==> config.mk <==
export PLATFORM = sky130hd
export DESIGN_NAME = ram_hor
export DESIGN_NICKNAME = d
export VERILOG_FILES = /design/src/rtl/ram_hor.sv
export SDC_FILE = /design/constraint.sdc
export NUM_CORES = 1
export LEC_CHECK = 0
export CAP_MARGIN = 20
export CORE_AREA = 3 3 121 123
export CTS_CLUSTER_SIZE = 14
export DETAILED_ROUTE_END_ITERATION = 16
export DIE_AREA = 0 0 124 126
export SYNTH_ARGS = -nofsm -noshare
export SYNTH_HDL_FRONTEND = slang
export SYNTH_SLANG_ARGS = --single-unit
==> constraint.sdc <==
create_clock -name clk -period 2.34 [get_ports clk]
set_input_delay 0.351 -clock clk [delete_from_list [all_inputs] [get_ports clk]]
set_output_delay 0.351 -clock clk [all_outputs]
set_load 0.02 [all_outputs]
==> src/rtl/ram_hor.sv <==
// ram_hor: single-port synchronous RAM with registered read data and a
// read-valid strobe. Reset clears the storage as well as the outputs.
module ram_hor #(
   parameter int DATA_W = 8,
   parameter int ADDR_W = 4,
   parameter int DEPTH  = 2 ** ADDR_W
) (
   input  logic              clk,
   input  logic              rst_n,
   input  logic [DATA_W-1:0] d,
   input  logic [ADDR_W-1:0] addr,
   input  logic              cs,
   input  logic              rw,
   output logic [DATA_W-1:0] o,
   output logic              rd_valid
);

   logic [DATA_W-1:0] mem [DEPTH];
   logic              in_range;
   logic              wr_en;
   logic              rd_en;

   // Codes at or above DEPTH have no storage behind them.
   assign in_range = (int'(addr) < DEPTH);
   assign wr_en    = cs & ~rw;
   assign rd_en    = cs &  rw;

   // Storage: cleared by reset, written on a selected write cycle.
   // NOTE: the array is reset word by word, so it maps to flops rather than
   // a RAM macro; that is the price of guaranteeing all-zero contents.
   always_ff @(posedge clk or negedge rst_n) begin
      if (!rst_n) begin
         for (int i = 0; i < DEPTH; i++) begin
            mem[i] <= '0;
         end
      end else if (wr_en && in_range) begin
         // NOTE: non-blocking so every register in this block updates from
         // values sampled at the same edge.
         mem[addr] <= d;
      end
   end

   // Read port: o only changes on a selected read and otherwise holds.
   always_ff @(posedge clk or negedge rst_n) begin
      if (!rst_n) begin
         o        <= '0;
         rd_valid <= 1'b0;
      end else begin
         rd_valid <= rd_en;
         if (rd_en) begin
            o <= in_range ? mem[addr] : '0;
         end
      end
   end

endmodule

==> metrics.txt, run 1 <==
run status completed; Yosys warning count 0; H-tree depth 4; CP max FO 9; Initial Util 45.08%; drt via density 5.646; synth cell count leaders dfrtp_1, mux2_2, mux4_2; Tot GR Track Use 19.17%; die height 126 um; critical path class input port to flip-flop; peak per-stage delay on the critical path 570 ps; Max Cap Viol 0; Final Cycle Share 78.62%; CTS buffer count 17; hold_ws 471.1 ps; Worst EP required 2640 ps; Final Cell Area 7381 um2; DRC 0; CTS Root Cell clkbuf_16; Cell Area, Placed 6724 um2; Synth Cell Area 6208 um2; total number of vias 3540; Pwr Total 6.981 mW; First DRT Iteration DRCs 227; Worst EP arrival 2140 ps; largest cells by area after synthesis dfrtp_1, mux2_2, mux4_2; Cell Chain, Critical Path clkdlybuf4s50_1, nor4b_4, and3_1, mux2_2; Reg2Reg Depth 3; critical path's slowest cell clkdlybuf4s50_1; Fin Clk Skew 8.128 ps; RSZ-0062 raised after global routing false; largest net degree at the start of global routing 57; Buffers on Ports 24; Leakage 3.312 nW; Synth Area per Inst 15.41 um2; diode count 0; Post-Syn Nets 419; CP endpoint kind flip-flop; fmax 0.5436 GHz; final hold vios 0; CTS tree done; asr flop ratio synth 100.0%; Yosys top cell by area dfrtp_1; post-route setup TNS 0 ps; Seq cells post-synth 137; Cells after Synth 403; P&R area growth vs syn 18.88%; FILL cells 1176; core region area 13770 um2; Die Wd 124 um; min Tclk post-route 1840 ps; Placer Congestion 0.7517; Worst-path clk slew 50 ps; Post-synth top flop dfrtp_1; Detailed Route WL 13530 um; crit start category input port; multi-input logic area 2634 um2; Slew HR 51.19%; Hold/Removal Path Class input port to async pin; Worst VDD drop 0.5153 mV; die area 15620 um2; post-synthesis sequential area ratio 55.22%; drt wl/cell 21.58 um; Slew Limit Fails 0; Worst-Skew Late Latency 420 ps; number of flops mapped to enable cells by yosys 0; Post-DRT Antenna Nets 0; ratio of cells with drive above 1 in the final layout 46.53%; DRT Pass-1 Iters 4; Synth cell types 26; clk sinks 137; # resized after CTS 0; initial antenna violation count 0; most frequent cell after synthesis dfrtp_1; fin nets 450; FF/Latch Area 3428 um2; vias in the first global route 3865; Final HPWL DP 8760 um; Worst-Margin Slew 729.9 ps; grt total ovfl 0; endpoints failing setup 0; Pwr per Cell Area 945.9 nW/um2; num ports 25; first-pass GRT wire length 21810 um; maximum buffer depth of the clock tree 2; row count 43; Yosys top cell area share 55.22%
-- cell type report --
type | count | area share [%]
Clock buffer | 24 | 6.527
Clock inverter | 8 | 2.238
Sequential cell | 137 | 46.45
Timing Repair Buffer | 40 | 6.052
Tap cell | 180 | 3.051
Multi-Input combinational cell | 238 | 35.68
-- sequential cells by signal (all words and copies together) (netlist names) --
register,count
rd_valid,1
mem,128
o,8
-- power by group --
| group | internal (mW) | total (mW) | switching (mW) |
|---|---|---|---|
| Combinational | 0.615 | 1.02 | 0.401 |
| Clock | 1.97 | 2.92 | 0.954 |
| Sequential | 2.82 | 3.04 | 0.219 |
| Total | 5.41 | 6.98 | 1.57 |
-- stage by stage --
stage | util, % | cells | setup slack, ps
2_1_floorplan | - | 403 | 741.3
3_3_place_gp | 48.82 | 594 | 78.78
3_5_place_dp | 48.82 | 594 | 49.11
4_1_cts | 53.59 | 627 | 494.6
5_1_grt | 53.59 | 627 | 431.2
6_report | 53.59 | 627 | 500.4
-- final timing paths --
path                                     start                   to  slack, ps
min reg2reg                mem[80]$_DFFE_PN0P_  mem[80]$_DFFE_PN0P_        500
max                                    addr[0]  mem[29]$_DFFE_PN0P_        500
min in group clk           mem[80]$_DFFE_PN0P_  mem[80]$_DFFE_PN0P_        500
max reg2reg                 mem[0]$_DFFE_PN0P_     o[0]$_DFFE_PN0P_        850
min                                      rst_n  mem[64]$_DFFE_PN0P_        470
max in group asynchronous                rst_n  mem[41]$_DFFE_PN0P_       1230
-- metal layers --
| layer | wire length, um | GRT usage (%) | part of all wire [%] | vias up |
|---|---|---|---|---|
| met5 | 0 | 0 | 0 | - |
| li1 | - | - | - | 1563 |
| met2 | 6950 | 31.59 | 51 | 49 |
| met4 | 217 | 6.572 | 1.6 | 0 |
| met3 | 509 | 4.625 | 3.8 | 17 |
| met1 | 5853 | 24.81 | 43 | 1911 |
-- what timing repair did --
item,in CTS,in global routing
hold buffers,1,0
setup buffers,0,0
endpoints found under the hold margin,54,0
-- critical path, delay by kind of cell --
| kind | cells | cell delay [ps] |
|---|---|---|
| mux | 1 | 390 |
| simple gates | 2 | 820 |
| buf+inv | 1 | 570 |
-- cells in the final DEF, fill, tap and decap left out, types with 7 or more instances in the layout --
cell             count
a22oi_1              8
a31oi_1              8
buf_12               7
buf_4                8
clkbuf_16           17
clkdlybuf4s50_1     22
dfrtp_1            137
mux2_2             120
mux2_4               8
mux2i_1             16
mux4_2              24
nand2_1             18
nor2_1              10
o221a_2              8
-- logic make-up after synthesis --
| family | Yosys count | synth area share [%] |
|---|---|---|
| muxes | 168 | 34.99 |
| buffers and inverters | 28 | 2.358 |
| AOI/OAI and AO/OA | 24 | 3.225 |
| and+or+nand+nor | 46 | 4.212 |
| DFF | 137 | 55.22 |
(Power assumes the default switching activity.)
==> run 2, diff against run 1 <==
==> constraint.sdc (replaced) <==
create_clock -name clk -period 1.8 [get_ports clk]
set_input_delay 0.27 -clock clk [delete_from_list [all_inputs] [get_ports clk]]
set_output_delay 0.27 -clock clk [all_outputs]
set_load 0.02 [all_outputs]
==> run 2 against run 1 <==
Effect of this change: worst hold slack got worse by 140 ps; largest power group unchanged; sequential share of layout area fell by 2.3 points; die area did not move; first-iteration DRC count fell by 18%; setup slack got worse by 390 ps; cell count rose by 5.7%; global-route usage barely moved; non-clock buffer count rose by 36; flip-flop and latch count did not move.
==> metrics.txt, run 2 (synthesis results as in run 1) <==
CTS tree done; First DRT Iteration DRCs 187; Fin Clk Skew 7.061 ps; first-pass GRT wire length 22140 um; Slew Limit Fails 0; Worst EP required 2140 ps; CP endpoint kind flip-flop; Internal 6.971 mW; final hold vios 0; CTS Root Cell clkbuf_16; NetSw 2.050 mW; Reg2Reg Depth 3; Met1 Routed Length 6144 um; die area 15620 um2; CP Launch Point addr[0]; final std cells w/o fill 663; Detailed Route WL 13620 um; num ports 25; peak per-stage delay on the critical path 550 ps; most common cell after layout, fill and taps aside dfrtp_1; P&R area growth vs syn 25.21%; r2r startpoint mem[2]$_DFFE_PN0P_; die height 126 um; # resized after CTS 0; vias in the first global route 3989; DRC 0; run status completed; most frequent cells in the layout dfrtp_1, mux2_2, buf_4, mux4_2, clkdlybuf4s50_1; Hold/Removal Path Class input port to async pin; crit start category input port; Buffers on Ports 24; Routed met2 length 6817 um; Slew HR 64.58%; Top reg by flops mem; min Tclk post-route 1693 ps; fmax 0.5908 GHz; Tot GR Track Use 19.21%; critical path's slowest cell or3b_1; Worst-path clk slew 60 ps; Die Wd 124 um; Placer Congestion 0.8574; diode count 0; drt wl/cell 20.54 um; ratio of cells with drive above 1 in the final layout 50.72%; Final Cycle Share 94.03%; DR top layer met4; largest net degree at the start of global routing 43; reg2reg end o[2]$_DFFE_PN0P_; maximum buffer depth of the clock tree 2; row count 43; Worst VDD drop 0.8344 mV; endpoints failing setup 0; Leakage 3.539 nW; RSZ-0062 raised after global routing false; setup bufs post-CTS 0; Worst EP arrival 2030 ps; Pwr per Cell Area 1161 nW/um2; Largest regs mem: 128 flops, o: 8 flops, rd_valid: 1 flops; core region area 13770 um2; CP max FO 8; Reg2Reg Setup Slack 300 ps; sw frac 22.73%; Top delay family on crit path buffers and inverters; Cell Chain, Critical Path clkdlybuf4s50_1, buf_4, or3b_1, o221a_2, a31oi_1; clk sinks 137; Worst-Margin Slew 529.3 ps; Worst Path Buf+Inv 2; Initial Util 45.08%; Max Cap Viol 0; initial antenna violation count 0; CTS buffer count 17; Final HPWL DP 9198 um; Seq pwr share 43.8%; Post-Place Cells 630; Comb pwr share 15.2%; critical path class input port to flip-flop; Pwr Total 9.021 mW; DRT Pass-1 Iters 4; drt via density 5.543; clock share of power 41.0%; total number of vias 3675; Post-DRT Antenna Nets 0; Worst-Skew Late Latency 420 ps; hold_ws 331.9 ps; DR WL met3 421 um; grt total ovfl 0; fin nets 486; number of flip-flops in the largest register 128; H-tree depth 4
-- run 2: worst max path at each step --
stage                                      to  slack [ps]  cells past startpoint
after global routing         o[2]$_DFFE_PN0P_          30                      5
after detailed placement     o[2]$_DFFE_PN0P_        -320                      5
after CTS                                o[1]         100                      1
after global placement       o[3]$_DFFE_PN0P_        -290                      5
final                        o[2]$_DFFE_PN0P_         110                      5
after floorplan           mem[24]$_DFFE_PN0P_         280                      5
-- run 2: power by group through the flow --
| stage | sequential [mW] | combinational (mW) | clock, mW |
|---|---|---|---|
| detailed placement | 4.01 | 1.40 | 0 |
| floorplan | 3.94 | 0.930 | 0 |
| global placement | 3.98 | 1.36 | 0 |
| global route | 4.03 | 1.50 | 3.89 |
| finish | 3.95 | 1.37 | 3.70 |
| CTS | 3.96 | 1.40 | 3.77 |
-- run 2: per-stage QoR --
stage | util (%) | setup WS [ps] | area [um2] | TNS, ps
2_1_floorplan | - | 282.3 | 6208 | 0
3_3_place_gp | 51.78 | -293.6 | 7132 | -24080
3_5_place_dp | 51.78 | -320.7 | 7132 | -24400
4_1_cts | 56.44 | 95.58 | 7774 | 0
5_1_grt | 56.44 | 30.25 | 7774 | 0
6_report | 56.44 | 107.4 | 7774 | 0
-- run 2: final cells by class --
class                           instances  area (um2)
Clock buffer                           24       491.7
Clock inverter                          8       140.1
Fill cell                            1124        6000
Multi-Input combinational cell        238        2634
Sequential cell                       137        3428
Tap cell                              180       225.2
Timing Repair Buffer                   76       854.6
-- run 2: layer usage --
layer,vias to the layer above,GRT usage [%]
met4,0,6.250
met2,68,31.47
met5,-,0
met3,15,4.670
li1,1638,-
met1,1954,25.11
-- run 2: worst register-to-register path, delay by kind of cell (launching register included) --
kind           cells  cell delay, ps
multiplexers       1             490
AO/OA/AOI/OAI      2             500
flip-flops         1             370
-- run 2: timing repair --
| action | CTS | global route |
|---|---|---|
| endpoints found under the hold margin | 34 | 0 |
| endpoints found under the setup margin | 0 | 0 |
| hold buffers | 1 | 0 |
==> RTL edit 1 (flow settings as in run 2) <==
Put one more register stage on the output `o`, with the module's reset. The value now appears one clock later. The other outputs are not delayed to match.
--- a/src/rtl/ram_hor.sv
+++ b/src/rtl/ram_hor.sv
@@ -14,6 +14,8 @@
    output logic [DATA_W-1:0] o,
    output logic              rd_valid
 );
+
+   logic [DATA_W-1:0] o_s0;
 
    logic [DATA_W-1:0] mem [DEPTH];
    logic              in_range;
@@ -43,13 +45,21 @@
    // Read port: o only changes on a selected read and otherwise holds.
    always_ff @(posedge clk or negedge rst_n) begin
       if (!rst_n) begin
-         o        <= '0;
+         o_s0     <= '0;
          rd_valid <= 1'b0;
       end else begin
          rd_valid <= rd_en;
          if (rd_en) begin
-            o <= in_range ? mem[addr] : '0;
+            o_s0 <= in_range ? mem[addr] : '0;
          end
+      end
+   end
+
+   always_ff @(posedge clk or negedge rst_n) begin
+      if (!rst_n) begin
+         o <= '0;
+      end else begin
+         o <= o_s0;
       end
    end
 
Behaviour: not the same (Yosys sat finds a counterexample within 4 cycles, from zero or initial values and one cycle with rst_n low).
==> RTL edit 1 against run 2 <==
Sequential cell count grew 8. Highest routed layer unchanged. Synthesized area grew 3.2%. Power grew 6.9%. Critical endpoint is now o_s0[5]. Critical path depth is the same. Via count grew 1.7%. Wire length grew 7.6%. Final area grew 3.7%. Final cell count grew 1.7%. Die area is the same. Global-route usage grew 1.6 points. Setup slack lost 0.0092 ns.
==> RTL edit 1: results (changes against run 2) <==
metric,value,unit,change
vias,3739,,+1.7%
powerDensity,1196,nW/um^2,+3.1%
timing.hold.ws,0.3217,ns,-0.01023 ns
final-clk-cell-share,8.520,%,+0.39 points
leakage,3.663,nW,+3.5%
nFlopsAndLatches,145,,+5.8%
yosys-top-cells-area,"dfrtp_1, mux2_2, mux4_2",,
place.gp.congestion,0.7885,,-8.0%
nNonClkBuffers,79,,+3.9%
crit_path_max_incr_delay,0.69,ns,+0.14 ns
yosys-top-cells-count,"dfrtp_1, mux2_2, mux4_2, nand2_1, mux2i_1",,
worstPathArrival,1.98,ns,-0.05 ns
synth_fp_nets,426,,+1.7%
critical_path_peak_fanout,10,,+2
grt_pass1_vias,4129,,+3.5%
r2r-start,mem[5],,
nFillCells,1095,,-2.6%
routedWlPerCell,21.74,um,+5.9%
relSlewSlack,70.46,%,+5.9 points
buffer_area_share,10.88,%,-0.11 points
ys_seq_area_share,56.63,%,+1.4 points
nets,497,,+2.3%
vdd_drop_max,0.001020,V,+22%
ys_types,27,,+3.8%
clock_skew,0.007789,ns,+0.0007277 ns
status,finished clean,,
largestRegisters,"mem (128), o (8), o_s0 (8)",,
grt_start_max_net_pins,45,,+4.7%
nClkBuffers,22,,-8.3%
dpl_cell_area,7366,sq um,+3.3%
dp_hpwl,9841,um,+7.0%
drive_gt1_share,51.01,%,+0.29 points
multi_input_area_share,32.81,%,-1.1 points
track_usage,20.83,%,+1.6 points
-- RTL edit 1: per-stage QoR --
| stage | setup TNS, ns | std cells | worst slack [ns] | power [W] |
|---|---|---|---|---|
| final | 0 | 674 | 0.09817 | 0.009645 |
| after global routing | 0 | 674 | 0.001018 | 0.01005 |
| after CTS | 0 | 674 | 0.08711 | 0.009727 |
| after detailed placement | -27.12 | 641 | -0.3305 | 0.005651 |
| after global placement | -25.73 | 641 | -0.3342 | 0.005581 |
| after floorplan | 0 | 410 | 0.2484 | 0.005081 |
-- RTL edit 1: per-layer routing --
| layer | part of all wire [%] | global-route usage, % |
|---|---|---|
| met1 | 44 | 27.86 |
| met2 | 51 | 33.82 |
| met3 | 3.0 | 4.894 |
| met4 | 1.9 | 6.508 |
| met5 | 0 | 0 |
-- RTL edit 1: cell families after synthesis --
| kind of cell | synth area share (%) |
|---|---|
| buffers and inverters | 2.089 |
| multiplexers | 33.90 |
| flip-flops | 56.63 |
| AO/OA/AOI/OAI | 3.125 |
| AND/OR/NAND/NOR | 4.257 |
-- RTL edit 1: worst max-delay path by stage --
| stage | depth (start not counted) | to | slack (ns) | from |
|---|---|---|---|---|
| after floorplan | 5 | mem[24] | 0.25 | addr[1] |
| after global placement | 5 | o_s0[5] | -0.33 | addr[2] |
| after detailed placement | 5 | o_s0[5] | -0.33 | addr[2] |
| after CTS | 4 | o_s0[5] | 0.09 | addr[2] |
| after global routing | 4 | o_s0[1] | 0.001 | addr[2] |
| final | 5 | o_s0[5] | 0.1 | addr[2] |
-- RTL edit 1: power breakdown --
part | leakage, nW | switching [W] | total [W] | internal (W)
sequential | 1.84 | 0.000319 | 0.00419 | 0.00387
combinational | 1.49 | 0.000538 | 0.00139 | 0.000854
clock | 0.336 | 0.00132 | 0.00406 | 0.00274
==> RTL edit 2 (settings of run 2) <==
Without the edit above. Change the parameter `ADDR_W` from 4 to 3.
--- a/src/rtl/ram_hor.sv
+++ b/src/rtl/ram_hor.sv
@@ -2,7 +2,7 @@
 // read-valid strobe. Reset clears the storage as well as the outputs.
 module ram_hor #(
    parameter int DATA_W = 8,
-   parameter int ADDR_W = 4,
+   parameter int ADDR_W = 3,
    parameter int DEPTH  = 2 ** ADDR_W
 ) (
    input  logic              clk,
Interface: changed (resized addr); port bits go from 25 to 24. No check against the original RTL was run, so the function may have changed too.
==> RTL edit 2 against run 2 <==
Power fell by 41%. Critical endpoint is now mem[32]. Wire length down 47%. Largest cell class unchanged. Setup slack improved by 0.063 ns. Final area decreased by 43%. Worst hold slack gained 0.079 ns. Register-to-register slack improved by 0.35 ns. Synthesized area down 46%. Sequential cell count shrank 64. Sequential power is 44% lower.
==> RTL edit 2: results (changes against run 2) <==
metric,value,unit,change
leakage,1.933,nW,-45%
fin_cells,457,,-31%
clock_skew,0.004392,ns,-0.002669 ns
place.gp.congestion,0.7316,,-15%
nets,287,,-41%
r2r-start,mem[50],,
dpl_cell_area,4045,sq um,-43%
nFillCells,1368,,+22%
cp-startpoint,rw,,
routedWlPerCell,15.71,um,-24%
post-place-ws,-0.1684,ns,+0.1522 ns
tightest_slew,0.4052,ns,-0.1241 ns
worstPathArrival,1.84,ns,-0.19 ns
vias,1933,,-47%
synth_fp_nets,231,,-45%
ys_types,19,,-27%
grt_start_max_net_pins,59,,+37%
fin_crit_sh,90.54,%,-3.5 points
critical_path_peak_fanout,4,,-4
yosys-top-cells-count,"dfrtp_1, mux2_2, mux2i_1, nor2_1",,
clk_latency,0.33,ns,-0.09 ns
dr.pass1.iters,3,,-1
dp_hpwl,5108,um,-44%
reg2reg_slack,0.65,ns,+0.35 ns
timing.hold.ws,0.4111,ns,+0.07920 ns
cts_buffers,9,,-8
cts.htree.levels,3,,-1
synth_compound_area_share,1.201,%,-2.0 points
syn-instance-count,216,,-46%
crit_end,mem[32],,
synth.area.mux_share,36.62,%,+1.6 points
largestRegisters,"mem (64), o (8), rd_valid (1)",,
status,finished clean,,
track_usage,10.29,%,-8.9 points
[RTL edit 2: changes by cell type in the layout (fill, tap and decap cells not counted), moves of 8 or more]
cell | run 2 | this run
a21oi_1 | 0 | 8
a22oi_1 | 8 | 0
a31oi_1 | 8 | 0
buf_12 | 18 | 9
buf_4 | 33 | 22
clkbuf_16 | 17 | 9
dfrtp_1 | 137 | 73
mux2_2 | 120 | 64
mux2_4 | 8 | 0
mux2i_1 | 16 | 32
mux4_2 | 24 | 8
nand2_1 | 18 | 1
o221a_2 | 8 | 0
[RTL edit 2: worst max-delay path: cells and delay by family]
| family | cells | cell delay, ns |
|---|---|---|
| buffers and inverters | 2 | 0.61 |
| muxes | 1 | 0.33 |
| and+or+nand+nor | 2 | 0.64 |
[RTL edit 2: area by class of cell]
class / count / area, sq um / share of cell area, %
timing repair buffer: 55 / 575.6 / 13.04
clock buffer: 10 / 229.0 / 5.187
sequential: 73 / 1827 / 41.38
clock inverter: 6 / 130.1 / 2.948
tap: 180 / 225.2 / 5.102
multi-input combinational: 133 / 1428 / 32.34
[RTL edit 2: routing by layer]
layer	part of all wire (%)	up-vias	routed length (um)	track usage (%)
li1	-	906	-	-
met1	46	997	3289	13.63
met2	49	21	3530	15.88
met3	3.6	9	257	3.143
met4	1.4	0	104	3.673
met5	0	-	0	0
[RTL edit 2: where the power goes]
group | internal, W | switching (W) | total (W)
Sequential | 0.00202 | 0.000188 | 0.00221
Combinational | 0.000571 | 0.000362 | 0.000933
Clock | 0.00149 | 0.000670 | 0.00216
Total | 0.00408 | 0.00122 | 0.00530
[RTL edit 2: timing repair]
item	in CTS	in global routing
resized for setup	0	0
endpoints found under the hold margin	15	0
setup endpoints to repair	0	0
hold buffers	1	0
